`src/rtl/pic8259_pkg.sv`:
```
// Shared constants for the 8259A-compatible PIC: bus width and the data bits
// that steer A0=0 writes between ICW1, OCW2 and OCW3.
package pic8259_pkg;
  localparam int BUS_W        = 8;
  localparam int ICW1_SEL_BIT = 4;
  localparam int OCW3_SEL_BIT = 3;
endpackage

```
`src/rtl/pic_edge_detect.sv`:
```
// One-clock pulse on the rising edge of level_i. The previous-level register resets
// high, so a level that is already high when reset releases produces no pulse.
module pic_edge_detect (
  input  logic clock,
  input  logic reset_n,
  input  logic level_i,
  output logic rise_o
);
  logic prev_q;

  always_ff @(posedge clock) begin
    if (!reset_n) prev_q <= 1'b1;
    else          prev_q <= level_i;
  end

  assign rise_o = reset_n & ~prev_q & level_i;
endmodule

```
`src/rtl/data_bus_control_8259.sv`:
```
// Host-bus front end of the PIC: latches CPU write data and address, and decodes each
// completed write (effective strobe release) into one-cycle ICW/OCW strobes. Read is a pure level.
module data_bus_control_8259
  import pic8259_pkg::*;
(
  input  logic             clock,
  input  logic             reset_n,
  input  logic             chip_select_n,
  input  logic             read_enable_n,
  input  logic             write_enable_n,
  input  logic             address,
  input  logic [BUS_W-1:0] data_bus_in,
  output logic [BUS_W-1:0] internal_data_bus,
  output logic             write_initial_command_word_1,
  output logic             write_initial_command_word_2_4,
  output logic             write_operation_control_word_1,
  output logic             write_operation_control_word_2,
  output logic             write_operation_control_word_3,
  output logic             read,
  output logic             write_out
);
  logic             wr_eff;
  logic             write_flag;
  logic [BUS_W-1:0] data_q, data_d;
  logic             addr_q, addr_d;

  assign wr_eff = write_enable_n | chip_select_n;

  pic_edge_detect u_wr_edge (
    .clock   (clock),
    .reset_n (reset_n),
    .level_i (wr_eff),
    .rise_o  (write_flag)
  );

  // Keep tracking the bus while the write is active; the last value before release wins.
  always_comb begin
    data_d = data_q;
    addr_d = addr_q;
    if (!wr_eff) begin
      data_d = data_bus_in;
      addr_d = address;
    end
  end

  always_ff @(posedge clock) begin
    if (!reset_n) begin
      data_q <= '0;
      addr_q <= 1'b0;
    end else begin
      data_q <= data_d;
      addr_q <= addr_d;
    end
  end

  assign internal_data_bus = data_q;

  // ICW2-4 and OCW1 share a decode; the control logic tells them apart by init state.
  assign write_initial_command_word_1   = write_flag & ~addr_q &  data_q[ICW1_SEL_BIT];
  assign write_initial_command_word_2_4 = write_flag &  addr_q;
  assign write_operation_control_word_1 = write_flag &  addr_q;
  assign write_operation_control_word_2 = write_flag & ~addr_q & ~data_q[ICW1_SEL_BIT] & ~data_q[OCW3_SEL_BIT];
  assign write_operation_control_word_3 = write_flag & ~addr_q & ~data_q[ICW1_SEL_BIT] &  data_q[OCW3_SEL_BIT];
  assign write_out                      = write_flag;

  assign read = ~read_enable_n & ~chip_select_n;
endmodule

```
`config.mk`:
```
export PLATFORM = sky130hd
export DESIGN_NAME = data_bus_control_8259
export DESIGN_NICKNAME = d
export VERILOG_FILES = /design/src/rtl/pic8259_pkg.sv /design/src/rtl/pic_edge_detect.sv /design/src/rtl/data_bus_control_8259.sv
export SDC_FILE = /design/constraint.sdc
export NUM_CORES = 1
export LEC_CHECK = 0
export BUFFER_PORTS_ARGS = -buffer_cell sky130_fd_sc_hd__buf_2
export CAP_MARGIN = 20
export CORE_MARGIN = 10
export CORE_UTILIZATION = 25
export CTS_BUF_LIST = sky130_fd_sc_hd__clkbuf_16
export CTS_CLUSTER_DIAMETER = 50
export DETAILED_ROUTE_END_ITERATION = 16
export MAX_ROUTING_LAYER = met4
export PLACE_DENSITY = 0.49
export SLEW_MARGIN = 30
export SYNTH_ARGS = -nofsm -noshare
export SYNTH_HDL_FRONTEND = slang
export SYNTH_SLANG_ARGS = --single-unit
```
`constraint.sdc`:
```
create_clock -name clock -period 1.9 [get_ports clock]
set_input_delay 0.19 -clock clock [delete_from_list [all_inputs] [get_ports clock]]
set_output_delay 0.19 -clock clock [all_outputs]
set_load 0.005 [all_outputs]
```
==> results.cfg <==
[yosys]
yosys.area.top_type_share_pct = 42.4
syn-cell-area_sq_um = 472
synth_cell_types = 15
synth_top_area_cell = dfxtp_1
syn_area_per_cell_sq_um = 8.58
ys_warn_count = 0
ys_seq_area_share_pct = 42.4
synth_nets = 69
synth.area.top_cells = dfxtp_1 42%, o211ai_1 14%, o21ai_1 9.5%, nand2_1 8.0%, buf_4 4.8%
synth-seq-cells = 10
syn_inst = 55

[clock_network]
cts_buffers = 3
cts_root_buffer = clkbuf_16
clockBufferDepth = 2
htreeDepth = 1
cts_setup_buffers = 0
ctsHoldBuffers = 0
clkSlewWorstSetupHoldPaths_ns = 0.04
clk_latency_ns = 0.23
ctsResizeCount = 0
clock_sinks = 10
cts_tree = built

[worst_setup_path]
path_delay_family = simple AND/OR/NAND/NOR gates
r2r_end = addr_q
reg2reg_slack_ns = 1.26
worstSetupPathType = reg -> out
crit_buf_inv = 1
required_ns = 1.71
reg2reg_from = addr_q
arrival_ns = 1.19
slowest_stage = or3_1
start_kind = flop
endpoint_kind = output pin
crit_chain = or3_1, nor3_2, buf_2
path_max_fanout = 5
critPathMaxStageDelay_ns = 0.39
worstRegToRegCells = 2

[route]
routed_wl_um = 1370
viasPerCell = 4.56
dr.pass1.iters = 4
wire_per_inst_um = 13.0
drcViolationCount = 0
vias = 479
ant_nets = 0
drt_iter0_drc = 11

[layout]
n_fill_cell = 200
mostFrequentLayoutCells = 28 x buf_2, 10 x nand2_1, 10 x dfxtp_1, 9 x o211ai_1, 9 x o21ai_1
nets = 96
final_area_sq_um = 681
final_common_cell = buf_2
final_util_pct = 38.6
diodes = 0
area_growth_pct = 44.3
drive_gt1_share_pct = 43.8

[global_routing]
grt_pass1_wl_um = 2320
overflow = 0
grt_pass1_vias = 497
grt_max_degree = 21
groute.usage.overall_pct = 7.12
antenna_found_initial = 0

[worst_hold_path]
hp-start = data_bus_in[1]
min_path_cells = 3
worstHoldEndpoint = internal_data_bus[1]
hold_path.class = in -> reg

[power]
peakVddDrop_uv = 435
p_leak_nw = 0.308
power_density_mw_per_mm2 = 956

[sta]
fin_setup_tns_ns = 0
period_minus_slack_ns = 1.38
fmaxAchievable_mhz = 723
rsz0062_at_grt = false
fin_crit_sh_pct = 72.8
clock_skew_ns = 0
slew_headroom_pct = 77.8
drv_slew = 0
timing.hold.ws_ns = 0.194
setup_violations = 0
hold_violations = 0
tightest_slew_ns = 0.333

[placed_design]
finalWeightedCongestion = 0.635
io_buffers = 28
place_area_sq_um = 606
dp_hpwl_um = 1030

[die]
die-area_sq_mm = 0.00402
row_count = 15
die_x_um = 63.4
core_area_sq_mm = 0.00176
initial_core_util_pct = 26.7
fp.dieH_um = 63.4
top_level_ports = 29

[job]
maxCapViolations = 0

[status]
outcome = completed
[cells by family after synthesis]
group	count (synthesis)	share of synthesized area (%)
compound gates	18	23.9
buf+inv	6	7.96
flops	10	42.4
simple gates	21	25.7
[power breakdown]
group / switching, mW / internal (mW)
logic: 0.0348 / 0.0268
clock network: 0.0891 / 0.272
registers: 0.00650 / 0.221
[through the flow]
stage,setup slack (ns),power [mW],instances
CTS,0.495,0.661,105
global route,0.417,0.682,105
detailed placement,0.559,0.293,102
floorplan,0.769,0.267,55
finish,0.517,0.651,105
global placement,0.616,0.293,102
[worst max path at each step]
stage	start	end	slack, ns	depth (start not counted)
floorplan	u_wr_edge.prev_q	write_operation_control_word_1	0.77	3
global placement	reset_n	write_initial_command_word_2_4	0.62	4
detailed placement	reset_n	write_initial_command_word_2_4	0.56	4
CTS	addr_q	write_operation_control_word_2	0.49	3
global route	reset_n	write_initial_command_word_2_4	0.42	4
finish	addr_q	write_operation_control_word_2	0.52	3
[routing by layer]
layer	share of wire (%)	GRT usage, %	vias up	routed length (um)
met5	0	-	-	0
met4	0.37	3.28	0	5
met3	6.3	3.00	2	86
met2	37	8.92	22	503
met1	56	9.42	209	769
li1	-	-	246	-
[cell usage after synthesis]
cell and n:
buf_2 3, buf_4 3, dfxtp_1 10, nand2_1 10, nand2b_1 2, nor2_1 2, nor2_2 1, nor3_2 1
nor3b_1 1, nor4_2 1, nor4b_2 1, o211ai_1 9, o21ai_1 9, or2_1 1, or3_1 1
[layout make-up]
class / instances / area [sq um] / share of cell area, %
Sequential cell: 10 / 200 / 29.4
Timing Repair Buffer: 28 / 140 / 20.6
Tap cell: 25 / 31.3 / 4.60
Clock buffer: 3 / 75.1 / 11.0
Multi-Input combinational cell: 39 / 234 / 34.4
[worst reg2reg max path: stages (launching register included)]
cell	delay, ns
dfxtp_1	0.38
o211ai_1	0.10
o21ai_1	0.09
[registers in the layout, summed over array words and instances (netlist names)]
name,flops
u_wr_edge.prev_q,1
internal_data_bus,8
addr_q,1
(Power assumes the default switching activity.)
